===== src/rtl/alu_regfile_unit.sv =====
// Register file + 8-op ALU behind a cmd/rsp handshake; accept at N, operands at N+1, result/writeback/rsp_valid at N+2.
// The response holds stable under rsp_ready=0, and no command is accepted until the response handshake completes.
module alu_regfile_unit #(
  parameter int DATA_WIDTH = 32,
  parameter int ADDR_WIDTH = 5
) (
  input  logic                  clk,
  input  logic                  rst,
  input  logic                  cmd_valid,
  output logic                  cmd_ready,
  input  logic [2:0]            cmd_op,
  input  logic [ADDR_WIDTH-1:0] cmd_rs1,
  input  logic [ADDR_WIDTH-1:0] cmd_rs2,
  input  logic [ADDR_WIDTH-1:0] cmd_rd,
  input  logic                  cmd_imm_en,
  input  logic [DATA_WIDTH-1:0] cmd_imm,
  input  logic                  cmd_wen,
  output logic                  rsp_valid,
  input  logic                  rsp_ready,
  output logic [DATA_WIDTH-1:0] rsp_result,
  output logic [2:0]            rsp_flag,
  input  logic                  hw_wen,
  input  logic [ADDR_WIDTH-1:0] hw_waddr,
  input  logic [DATA_WIDTH-1:0] hw_wdata,
  input  logic [ADDR_WIDTH-1:0] dbg_raddr,
  output logic [DATA_WIDTH-1:0] dbg_rdata,
  output logic [31:0]           retired_cnt
);
  localparam int DEPTH = 1 << ADDR_WIDTH;
  localparam int MSB   = DATA_WIDTH - 1;

  typedef enum logic [1:0] {S_IDLE, S_READ, S_EXEC, S_RESP} state_t;

  state_t                state_q;
  logic [DATA_WIDTH-1:0] regs_q [DEPTH];
  logic [2:0]            op_q;
  logic [ADDR_WIDTH-1:0] rs1_q, rs2_q, rd_q;
  logic                  imm_en_q, wen_q;
  logic [DATA_WIDTH-1:0] imm_q, a_q, b_q, res_q;
  logic [2:0]            flag_q;
  logic                  cmd_ready_q, rsp_valid_q;
  logic [31:0]           cnt_q;

  logic [DATA_WIDTH:0]   sum_d, diff_d;
  logic [DATA_WIDTH-1:0] alu_d;
  logic                  carry_d, ovf_d, zero_d;

  always_comb begin
    sum_d   = {1'b0, a_q} + {1'b0, b_q};
    diff_d  = {1'b0, a_q} - {1'b0, b_q};
    alu_d   = '0;
    carry_d = 1'b0;
    ovf_d   = 1'b0;
    case (op_q)
      3'b000: alu_d = a_q & b_q;
      3'b001: alu_d = a_q | b_q;
      3'b010: begin
        alu_d   = sum_d[MSB:0];
        carry_d = sum_d[DATA_WIDTH];
        ovf_d   = (a_q[MSB] == b_q[MSB]) && (sum_d[MSB] != a_q[MSB]);
      end
      3'b011: alu_d = a_q ^ b_q;
      3'b100: alu_d = ~(a_q | b_q);
      // The borrow out of the widened subtract is exactly the unsigned a < b
      3'b101: alu_d = {{(DATA_WIDTH-1){1'b0}}, diff_d[DATA_WIDTH]};
      3'b110: begin
        alu_d   = diff_d[MSB:0];
        carry_d = diff_d[DATA_WIDTH];
        ovf_d   = (a_q[MSB] != b_q[MSB]) && (diff_d[MSB] != a_q[MSB]);
      end
      3'b111: alu_d = {{(DATA_WIDTH-1){1'b0}}, ($signed(a_q) < $signed(b_q))};
      default: alu_d = '0;
    endcase
    zero_d = (alu_d == '0);
  end

  // Entry 0 is never written, so it reads as zero from reset onward
  always_ff @(posedge clk or posedge rst) begin
    if (rst) begin
      for (int i = 0; i < DEPTH; i++) regs_q[i] <= '0;
    end else begin
      if (hw_wen && hw_waddr != '0) regs_q[hw_waddr] <= hw_wdata;
      if (state_q == S_EXEC && wen_q && rd_q != '0) regs_q[rd_q] <= alu_d;
    end
  end

  always_ff @(posedge clk or posedge rst) begin
    if (rst) begin
      state_q     <= S_IDLE;
      op_q        <= '0;
      rs1_q       <= '0;
      rs2_q       <= '0;
      rd_q        <= '0;
      imm_en_q    <= 1'b0;
      wen_q       <= 1'b0;
      imm_q       <= '0;
      a_q         <= '0;
      b_q         <= '0;
      res_q       <= '0;
      flag_q      <= '0;
      cmd_ready_q <= 1'b1;
      rsp_valid_q <= 1'b0;
      cnt_q       <= '0;
    end else begin
      case (state_q)
        S_IDLE: if (cmd_valid) begin
          op_q        <= cmd_op;
          rs1_q       <= cmd_rs1;
          rs2_q       <= cmd_rs2;
          rd_q        <= cmd_rd;
          imm_en_q    <= cmd_imm_en;
          imm_q       <= cmd_imm;
          wen_q       <= cmd_wen;
          cmd_ready_q <= 1'b0;
          state_q     <= S_READ;
        end
        S_READ: begin
          a_q     <= regs_q[rs1_q];
          b_q     <= imm_en_q ? imm_q : regs_q[rs2_q];
          state_q <= S_EXEC;
        end
        S_EXEC: begin
          res_q       <= alu_d;
          flag_q      <= {ovf_d, carry_d, zero_d};
          rsp_valid_q <= 1'b1;
          state_q     <= S_RESP;
        end
        S_RESP: if (rsp_ready) begin
          rsp_valid_q <= 1'b0;
          cmd_ready_q <= 1'b1;
          cnt_q       <= cnt_q + 32'd1;
          state_q     <= S_IDLE;
        end
        default: state_q <= S_IDLE;
      endcase
    end
  end

  assign cmd_ready   = cmd_ready_q;
  assign rsp_valid   = rsp_valid_q;
  assign rsp_result  = res_q;
  assign rsp_flag    = flag_q;
  assign retired_cnt = cnt_q;
  assign dbg_rdata   = regs_q[dbg_raddr];

endmodule

===== config.mk =====
export PLATFORM = sky130hd
export DESIGN_NAME = alu_regfile_unit
export DESIGN_NICKNAME = d
export VERILOG_FILES = /design/src/rtl/alu_regfile_unit.sv
export SDC_FILE = /design/constraint.sdc
export NUM_CORES = 2
export LEC_CHECK = 0
export BUFFER_PORTS_ARGS = -buffer_cell sky130_fd_sc_hd__buf_2
export CAP_MARGIN = 20
export CORE_MARGIN = 4
export CORE_UTILIZATION = 43
export DETAILED_ROUTE_END_ITERATION = 10
export GPL_ROUTABILITY_DRIVEN = 0
export PLACE_DENSITY = 0.61
export SETUP_SLACK_MARGIN = 0.2
export SLEW_MARGIN = 10
export SYNTH_ARGS = -nofsm -noshare
export SYNTH_HDL_FRONTEND = slang
export SYNTH_SLANG_ARGS = --single-unit

===== constraint.sdc =====
create_clock -name clk -period 43.3 [get_ports clk]
set_input_delay 10.825 -clock clk [delete_from_list [all_inputs] [get_ports clk]]
set_output_delay 10.825 -clock clk [all_outputs]
set_load 0.05 [all_outputs]

==> metrics.md <==
| Metric | Value |
|---|---|
| Run status | complete, no violations |
| CP Capture Type | output port |
| Worst R2R Path Depth | 14 |
| R2r setup slk | 37.89 ns |
| Worst setup SP type | primary input |
| RSZ-0062 raised after global routing | false |
| Number of setup buffers added after CTS | 0 |
| All-Layer GR Usage | 32.7% |
| Total CTS buffers | 144 |
| PortBufs | 199 |
| FFs w/ async S/R, synth | 100% |
| Final Worst Setup Slack | approximately 18 ns |
| Worst rel slew slack | 12.7% |
| Final setup fails | 0 |
| Core Region | 195000 sq um |
| PwrDens | 89.8 nW/um^2 |
| DRT Pass-1 Iters | 8 |
| Root buffer cell | clkbuf_16 |
| Most common cell after layout, fill and taps aside | dfrtp_1 |
| Synthesis-stage register bit count | 1211 |
| Hold path cells | 0 |
| R2R Path Start | op_q[2]$_DFFE_PP0P_ |
| Crit-path max FO | 74 |
| Post-DR wirelength/cell | ~33 um |
| GRT overflow | 0 |
| H-tree Lvls | 4 |
| Clk_skew | 0.0502 ns |
| Slew Limit Fails | 0 |
| DRC | 0 |
| Largest net degree at the start of global routing | 159 |
| Max Cap Viol | 0 |
| Hold Path Class | flip-flop to flip-flop |
| Latest clock arrival within the worst-skew pair | about 0.85 ns |
| Hold Path Sink | regs_q[996]$_DFF_PP0_ |
| Hold Crit Start | regs_q[996]$_DFF_PP0_ |
| Ys flop type | dfrtp_1 |
| Die H | 451 um |
| Number of vias per cell | 6.81 |
| Fin Hold WS | just over 0.4 ns |
| Fin crit share | 59.3% |
| Data arrival, critical path | 14.85 ns |
| Slew @ Worst Pin | 1.31 ns |
| Initial antenna violation count | 39 |
| P&R area growth vs syn | 9.63% |
| Register area share after synthesis | 35.9% |
| I/O pin cnt | 200 |
| YS warnings | 0 |
| Netlist Area Pre-Place | 84300 sq um |
| Leak | approximately 37 nW |
| Critical Path RT | 32.48 ns |
| Clock slew at reported path FFs | 0.06 ns |
| Post_cts resized | 0 |
| Type of the worst setup path | primary input to output port |
| CTS Hold Bufs | 0 |
| First-pass GRT wire length | 485 mm |
| DR iter-0 viols | 8902 |
| Netlist cell types | 94 |
| Fillcell total | between 15000 and 20000 |
| Crit path time final | around 26 ns |
| Setup TNS | 0 ns |
| Final Hold Viols | 0 |
| # clock sinks | 1211 |
| CTS tree | done |
| ANT nets after route | 0 |
| Post-synth EDFFs | 0 |
| Post-DP HPWL | 202 mm |
| DIE AREA | 203000 sq um |
| Starting Density | 43.2% |
| Peak VDD IR | between 70 and 80 uV |
| Total Wirelength | 338 mm |
| CTS Buffer Depth | 3 |
| Dpl ws | 17.52 ns |
| Syn_area_per_cell | between 10 and 15 sq um |
| Nets | between 7000 and 8000 |
| Die width | 451 um |
| Share of post-route cells with drive strength above 1 | 25.5% |
| Row Count | ~160 |
| Fmax | 38.9 MHz |
| Mapped Cells | 7687 |
| Vias | approximately 70000 |
| FF-to-FF End | rsp_flag[0]$_DFFE_PP0P_ |
| Vias in the first global route | 66300 |
| Commonest cells after routing, fill and taps aside | dfrtp_1 (1197), mux4_2 (960), nand2_1 (863) |
| Syn nets | 7893 |
cells by family after synthesis:
kind of cell / after synthesis / share of synthesized area (%)
flops: 1211 / 35.9
simple gates: 1741 / 8.61
buf+inv: 977 / 4.39
xor+xnor: 35 / 0.364
compound gates: 1629 / 11.0
fa+ha+maj: 107 / 1.61
mux: 1987 / 38.1
routing by layer:
layer	routed length (um)	GRT usage, %
met1	120000	40.4
met2	151000	49.4
met3	40500	10.1
met4	26700	22.0
met5	146	0.0473
flip-flops by register name, indices dropped and copies added, names as in the netlist, 5 cells and up:
signal and count:
rd_q 5, imm_q 32, regs_q 1024, a_q 32
rs1_q 5, b_q 32, rsp_result 32, rs2_q 5
retired_cnt 32
how the worst max path moves through the flow:
stage                       startpoint                 end  depth (start not counted)
after global routing      dbg_raddr[0]       dbg_rdata[19]                          7
after floorplan                    rst  a_q[0]$_DFFE_PP0N_                          1
final                     dbg_raddr[0]       dbg_rdata[19]                          7
after global placement    dbg_raddr[0]        dbg_rdata[2]                          7
after detailed placement  dbg_raddr[0]       dbg_rdata[19]                          7
after CTS                 dbg_raddr[0]       dbg_rdata[19]                          7
synthesized netlist by cell type, types with 24 or more instances:
| cell | instances | area [sq um] |
|---|---|---|
| dfrtp_1 | 1210 | 30300 |
| a211oi_1 | 92 | 691 |
| nor3_1 | 38 | 190 |
| nor2_1 | 563 | 2110 |
| buf_1 | 147 | 552 |
| a31oi_1 | 46 | 288 |
| ha_1 | 105 | 1310 |
| o21ai_0 | 716 | 3580 |
| nand3_1 | 43 | 215 |
| mux4_2 | 960 | 21600 |
| nand2_1 | 878 | 3300 |
| xnor2_1 | 24 | 210 |
| mux2_2 | 191 | 2150 |
| a21oi_1 | 548 | 2740 |
| mux2i_1 | 836 | 8370 |
| nor2b_1 | 102 | 638 |
| inv_1 | 106 | 398 |
| clkbuf_1 | 698 | 2620 |
metrics by stage:
step	cell area, sq um	utilization [%]	total power, mW	std cells
floorplan	84300	-	5.35	7687
global placement	87400	44.8	6.77	9810
detailed placement	87500	44.9	6.88	9813
CTS	92300	47.3	8.15	10100
global route	92400	47.4	8.67	10100
finish	92400	47.4	8.30	10100
power by group:
group          internal [mW]  switching [mW]
combinational           2.03            2.69
clock                  0.727           0.541
sequential              1.66           0.652
worst max-delay path, cell delays in order:
cell and delay [ns]:
buf_8 0.62, buf_4 0.72, buf_4 0.86, mux4_2 0.60, mux4_2 0.52, mux2_2 0.33, buf_2 0.23
cell type report:
class | count | area [sq um] | share of cell area, %
clock inverter | 67 | 698 | 0.755
sequential | 1211 | 30300 | 32.8
antenna | 21 | 52.6 | 0.0568
timing repair buffer | 375 | 2520 | 2.72
tap | 2624 | 3280 | 3.55
multi-input combinational | 5499 | 51000 | 55.2
inverter | 109 | 413 | 0.447
clock buffer | 195 | 4130 | 4.47
Note: power is estimated with default switching activity, not from simulation.
